`src/rtl/display_buf_loader.sv`:
```
`timescale 1ns/1ps
// Double-buffered display memory: host fills a hidden back bank, the bank swap is committed on the
// synchronised vsync assertion edge. Define DISPLAY_BUF_IMMEDIATE_EN to swap as soon as a frame is complete.
module display_buf_loader #(
  parameter int DEPTH            = 65,
  parameter int DW               = 8,
  parameter int VSYNC_ACTIVE_LOW = 1
) (
  input  logic                         clk,
  input  logic                         rst_n,
  input  logic                         start,
  input  logic                         wr_valid,
  input  logic [DW-1:0]                wr_data,
  output logic                         wr_ready,
  input  logic                         vsync,
  output logic [DW-1:0]                ram [DEPTH],
  output logic                         busy,
  output logic [$clog2(DEPTH+1)-1:0]   fill_count,
  output logic                         frame_done
);

  localparam int            PW       = $clog2(DEPTH);
  localparam int            CW       = $clog2(DEPTH + 1);
  localparam logic [PW-1:0] LAST_PTR = PW'(DEPTH - 1);
  localparam logic          VS_ACT   = (VSYNC_ACTIVE_LOW != 0) ? 1'b0 : 1'b1;
  localparam logic          VS_INACT = (VSYNC_ACTIVE_LOW != 0) ? 1'b1 : 1'b0;

  typedef enum logic [1:0] {IDLE, FILL, PEND} state_t;

  state_t        state;
  logic [PW-1:0] ptr;
  logic          front_sel;
  logic [DW-1:0] bank [2][DEPTH];

  logic vs_meta, vs_sync, vs_prev;
  logic vs_edge, commit, wr_fire;

  // Two synchroniser stages followed by the edge register; all idle at the inactive sync level.
  always_ff @(posedge clk or negedge rst_n) begin
    if (!rst_n) begin
      vs_meta <= VS_INACT;
      vs_sync <= VS_INACT;
      vs_prev <= VS_INACT;
    end else begin
      vs_meta <= vsync;
      vs_sync <= vs_meta;
      vs_prev <= vs_sync;
    end
  end

  assign vs_edge = (vs_sync == VS_ACT) && (vs_prev != VS_ACT);

`ifdef DISPLAY_BUF_IMMEDIATE_EN
  assign commit = 1'b1;
`else
  assign commit = vs_edge;
`endif

  // start always wins over a same-cycle byte, so ready is masked by it.
  assign wr_ready = (state == FILL) && !start;
  assign wr_fire  = wr_valid && wr_ready;

  // NOTE: the banks carry an async reset on purpose: a reset must blank the visible frame immediately.
  always_ff @(posedge clk or negedge rst_n) begin
    if (!rst_n) begin
      for (int b = 0; b < 2; b++)
        for (int i = 0; i < DEPTH; i++)
          bank[b][i] <= '0;
    end else if (wr_fire) begin
      bank[~front_sel][ptr] <= wr_data;
    end
  end

  // NOTE: always_comb with a full assignment of every element means no latch can be inferred here.
  always_comb begin
    for (int i = 0; i < DEPTH; i++)
      ram[i] = bank[front_sel][i];
  end

  // NOTE: state and all registered outputs use non-blocking assignments so every flop sees pre-edge values.
  always_ff @(posedge clk or negedge rst_n) begin
    if (!rst_n) begin
      state      <= IDLE;
      ptr        <= '0;
      fill_count <= '0;
      front_sel  <= 1'b0;
      busy       <= 1'b0;
      frame_done <= 1'b0;
    end else begin
      frame_done <= 1'b0;
      if (start) begin
        state      <= FILL;
        busy       <= 1'b1;
        ptr        <= '0;
        fill_count <= '0;
      end else begin
        case (state)
          FILL: begin
            if (wr_valid) begin
              fill_count <= fill_count + CW'(1);
              if (ptr == LAST_PTR) state <= PEND;
              else                 ptr   <= ptr + PW'(1);
            end
          end
          PEND: begin
            if (commit) begin
              front_sel  <= ~front_sel;
              frame_done <= 1'b1;
              state      <= IDLE;
              busy       <= 1'b0;
              fill_count <= '0;
            end
          end
          default: begin
            state <= IDLE;
          end
        endcase
      end
    end
  end

endmodule

```
`config.mk`:
```
export PLATFORM = sky130hd
export DESIGN_NAME = display_buf_loader
export DESIGN_NICKNAME = d
export VERILOG_FILES = /design/src/rtl/display_buf_loader.sv
export SDC_FILE = /design/constraint.sdc
export NUM_CORES = 1
export LEC_CHECK = 0
export CAP_MARGIN = 15
export CORE_MARGIN = 1
export CORE_UTILIZATION = 56
export DETAILED_ROUTE_END_ITERATION = 8
export DONT_BUFFER_PORTS = 1
export GPL_TIMING_DRIVEN = 1
export MAX_ROUTING_LAYER = met4
export PLACE_DENSITY = 0.74
export REMOVE_ABC_BUFFERS = 1
export SYNTH_ARGS = -nofsm -noshare
export SYNTH_HDL_FRONTEND = slang
export SYNTH_SLANG_ARGS = --single-unit
```
`constraint.sdc`:
```
create_clock -name clk -period 2 [get_ports clk]
set_input_delay 0.3 -clock clk [delete_from_list [all_inputs] [get_ports clk]]
set_output_delay 0.3 -clock clk [all_outputs]
set_load 0.005 [all_outputs]
```
==> results.txt <==
Outcome -> complete, but fails checks
Violated checks -> hold timing, setup timing
Most frequent cells in the layout -> 1396 x mux2_2, 1058 x dfrtp_1, 173 x buf_4, 132 x clkbuf_16, 117 x mux2_4
CTS Buf Count -> 110
Main synth FF type -> dfrtp_1
Int Pwr -> 35000 uW
Die Width -> 293 um
Final setup margin -> -0.439 ns
Final Hold Vio Count -> 289
Core area -> 0.0837 mm2
TNS Setup -> -247.85 ns
Clock sinks -> 1062
FFs w/ async S/R, synth -> 1.00
Hold Crit Class -> input port to async pin
Vias -> 27240
Final #Nets -> 3263
DPL Wire Length -> 72700 um
Setup-failing EPs final -> 1249
Largest net degree at the start of global routing -> 1063
Die H -> 293 um
Mapped Area -> 0.0474 mm2
DP Worst Slack -> -0.133 ns
YS warnings -> 0
Sequential area share after synthesis -> 0.561
Comb pwr share -> 0.061
Power per cell area -> 819 mW/mm2
Final Slew Violations -> 0
Initial Util -> 0.566
1st-pass router iterations -> 5
Required time of the worst setup path -> 1.70 ns
First-pass GRT wire length -> 186000 um
Total Wirelength -> 125000 um
Share of layout cells above drive strength 1 -> 0.605
Clk slew on worst S/H paths -> 0.06 ns
Unique masters post-synth -> 46
Drt via density -> 6.10
Number of port buffers -> 0
Root Driver -> clkbuf_16
Switch Pwr -> 10500 uW
Worst-margin pin slew -> 1.00 ns
Total Routing Usage GR -> 0.292
Wire per inst -> 28.0 um
Routed Antenna Nets -> 0
ANT cells -> 0
Clock H-tree levels -> 3
Synth Instances -> 3104
Hold WS -> -0.691 ns
Peak VDD IR -> 0.783 mV
CTS tree -> yes
Flop pwr share -> 0.484
MaxCap Viol Count -> 0
Max Fclk -> 410 MHz
Initial DRC Count -> 1601
Final period util -> 1.22
Total power draw -> 45500 uW
Slew headroom -> 0.330
Post-synth EDFFs -> 0
Placed instance area -> 0.0500 mm2
Die area -> 0.0857 mm2
Clock skew -> 0.0279 ns
Clock power frac -> 0.454
Number of global-route vias before repair -> 28815
Deepest clock path buffer count -> 3
Crit Path Category -> register to output pin
Routability Congestion -> 0.824
CTS Hold Bufs -> 11
Total global routing overflow -> 0
Min cycle time layout -> 2.44 ns
FF+latch count, synth -> 1062
P_leak -> 0.0283 uW
Syn Area/Cell -> 15.3 um2
IO Pins -> 543
Non-Filler Instances -> 4469
RSZ-0062 raised after global routing -> yes
Dpl cells -> 4212
Design Area, Final -> 0.0556 mm2
Clk Latency, worst-skew pair -> 0.68 ns
P&R area growth vs syn -> 17.3%
Setup crit start kind -> register
Net Sw Frac -> 0.230
Commonest non-fill, non-tap cell in the layout -> mux2_2
Initial antenna violation count -> 1
Worst-path fanout max -> 12
Critical path arrival -> 2.14 ns
CP endpoint kind -> output pin
Drt drc -> 0
Rows -> 106
[per-stage QoR]
stage / hold WS, ns / utilization
3_5_place_dp: 0.0191 / 0.597
3_3_place_gp: 0.0258 / 0.597
6_report: -0.691 / 0.664
5_1_grt: -0.719 / 0.664
4_1_cts: -0.713 / 0.650
2_1_floorplan: 0.00441 / -
[state kept, by name, summed over array words and instances, names as in the netlist]
name	flops
bank	1040
fill_count	7
ptr	7
state	2
busy	1
frame_done	1
front_sel	1
vs_meta	1
vs_prev	1
vs_sync	1
[worst paths after layout]
path | from | endpoint | slack (ns) | cells after the start
hold / removal | rst_n | bank[1003]$_DFFE_PN0P_ | -0.69 | 0
max in group asynchronous | rst_n | bank[682]$_DFFE_PN0P_ | 0.40 | 3
hold reg to reg | vs_meta$_DFF_PN1_ | vs_sync$_DFF_PN1_ | 0.35 | 0
setup reg to reg | front_sel$_DFFE_PN0P_ | bank[212]$_DFFE_PN0P_ | -0.37 | 7
setup / recovery | front_sel$_DFFE_PN0P_ | ram[297] | -0.44 | 4
min in group clk | wr_valid | fill_count[1]$_DFFE_PN0P_ | 0.10 | 3
[worst max-delay path, cell delays in order, from the launching register on]
cell,delay (ns)
dfrtp_4,0.46
buf_12,0.18
buf_16,0.19
clkbuf_16,0.22
mux2_2,0.40
[cells in the mapped netlist (all sizes together), types with 2 or more instances]
library cell | count | area (um2)
a21oi | 9 | 45.0
and4bb | 4 | 50.0
buf | 97 | 483
clkbuf | 145 | 546
dfrtp | 1059 | 26500
dfstp | 3 | 78.8
ha | 3 | 37.5
inv | 5 | 18.8
mux2 | 1561 | 17600
nand2 | 13 | 48.8
nand2b | 5 | 31.3
nand3 | 5 | 25.0
nand4 | 93 | 601
nand4b | 3 | 26.3
nand4bb | 5 | 56.3
nor2 | 8 | 30.0
nor2b | 7 | 43.8
nor4 | 40 | 827
nor4b | 4 | 60.1
o21ai | 4 | 20.0
o31ai | 4 | 30.0
or3 | 4 | 25.0
or4 | 5 | 37.5
or4b | 3 | 30.0
xor2 | 2 | 17.5
[power groups by stage]
| stage | Sequential [uW] | Clock (uW) | Combinational [uW] |
|---|---|---|---|
| floorplan | 22500 | 0 | 1080 |
| global placement | 22400 | 0 | 1490 |
| detailed placement | 22400 | 0 | 1530 |
| CTS | 22000 | 21000 | 2140 |
| global route | 22100 | 21900 | 2970 |
| finish | 22000 | 20700 | 2790 |
[area by class of cell]
cell class / count / area (um2)
clock buffers: 168 / 3290
clock inverters: 32 / 399
fillers: 5633 / 28100
inverters: 5 / 18.8
multi-input cells: 1795 / 20300
flip-flops and latches: 1062 / 26600
well taps: 1134 / 1420
repair buffers: 273 / 3580
[cells by family (layout without fill, tap and decap cells)]
kind of cell	after synthesis	count (layout)	share of synthesized area
flops	1062	1062	0.561
xor+xnor	2	2	0.000370
buf+inv	247	478	0.0221
simple gates	207	207	0.0413
mux	1562	1562	0.371
compound gates	21	21	0.00275
fa+ha+maj	3	3	0.000793
[layer usage]
| layer | part of all wire | global-route usage | vias up | wire length, um |
|---|---|---|---|---|
| li1 | - | - | 11617 | - |
| met1 | 0.41 | 0.368 | 14710 | 50700 |
| met2 | 0.50 | 0.476 | 717 | 62400 |
| met3 | 0.065 | 0.0632 | 196 | 8090 |
| met4 | 0.031 | 0.0825 | 0 | 3920 |
| met5 | 0 | - | - | 0 |
[repair_timing]
| item | CTS | global route |
|---|---|---|
| setup endpoints to repair | 704 | 1492 |
| cloned | 10 | 22 |
| gates resized for setup | 51 | 115 |
| endpoints found under the hold margin | 2120 | 289 |
| buffers inserted | 4 | 5 |
Note: power is estimated with default switching activity, not from simulation.
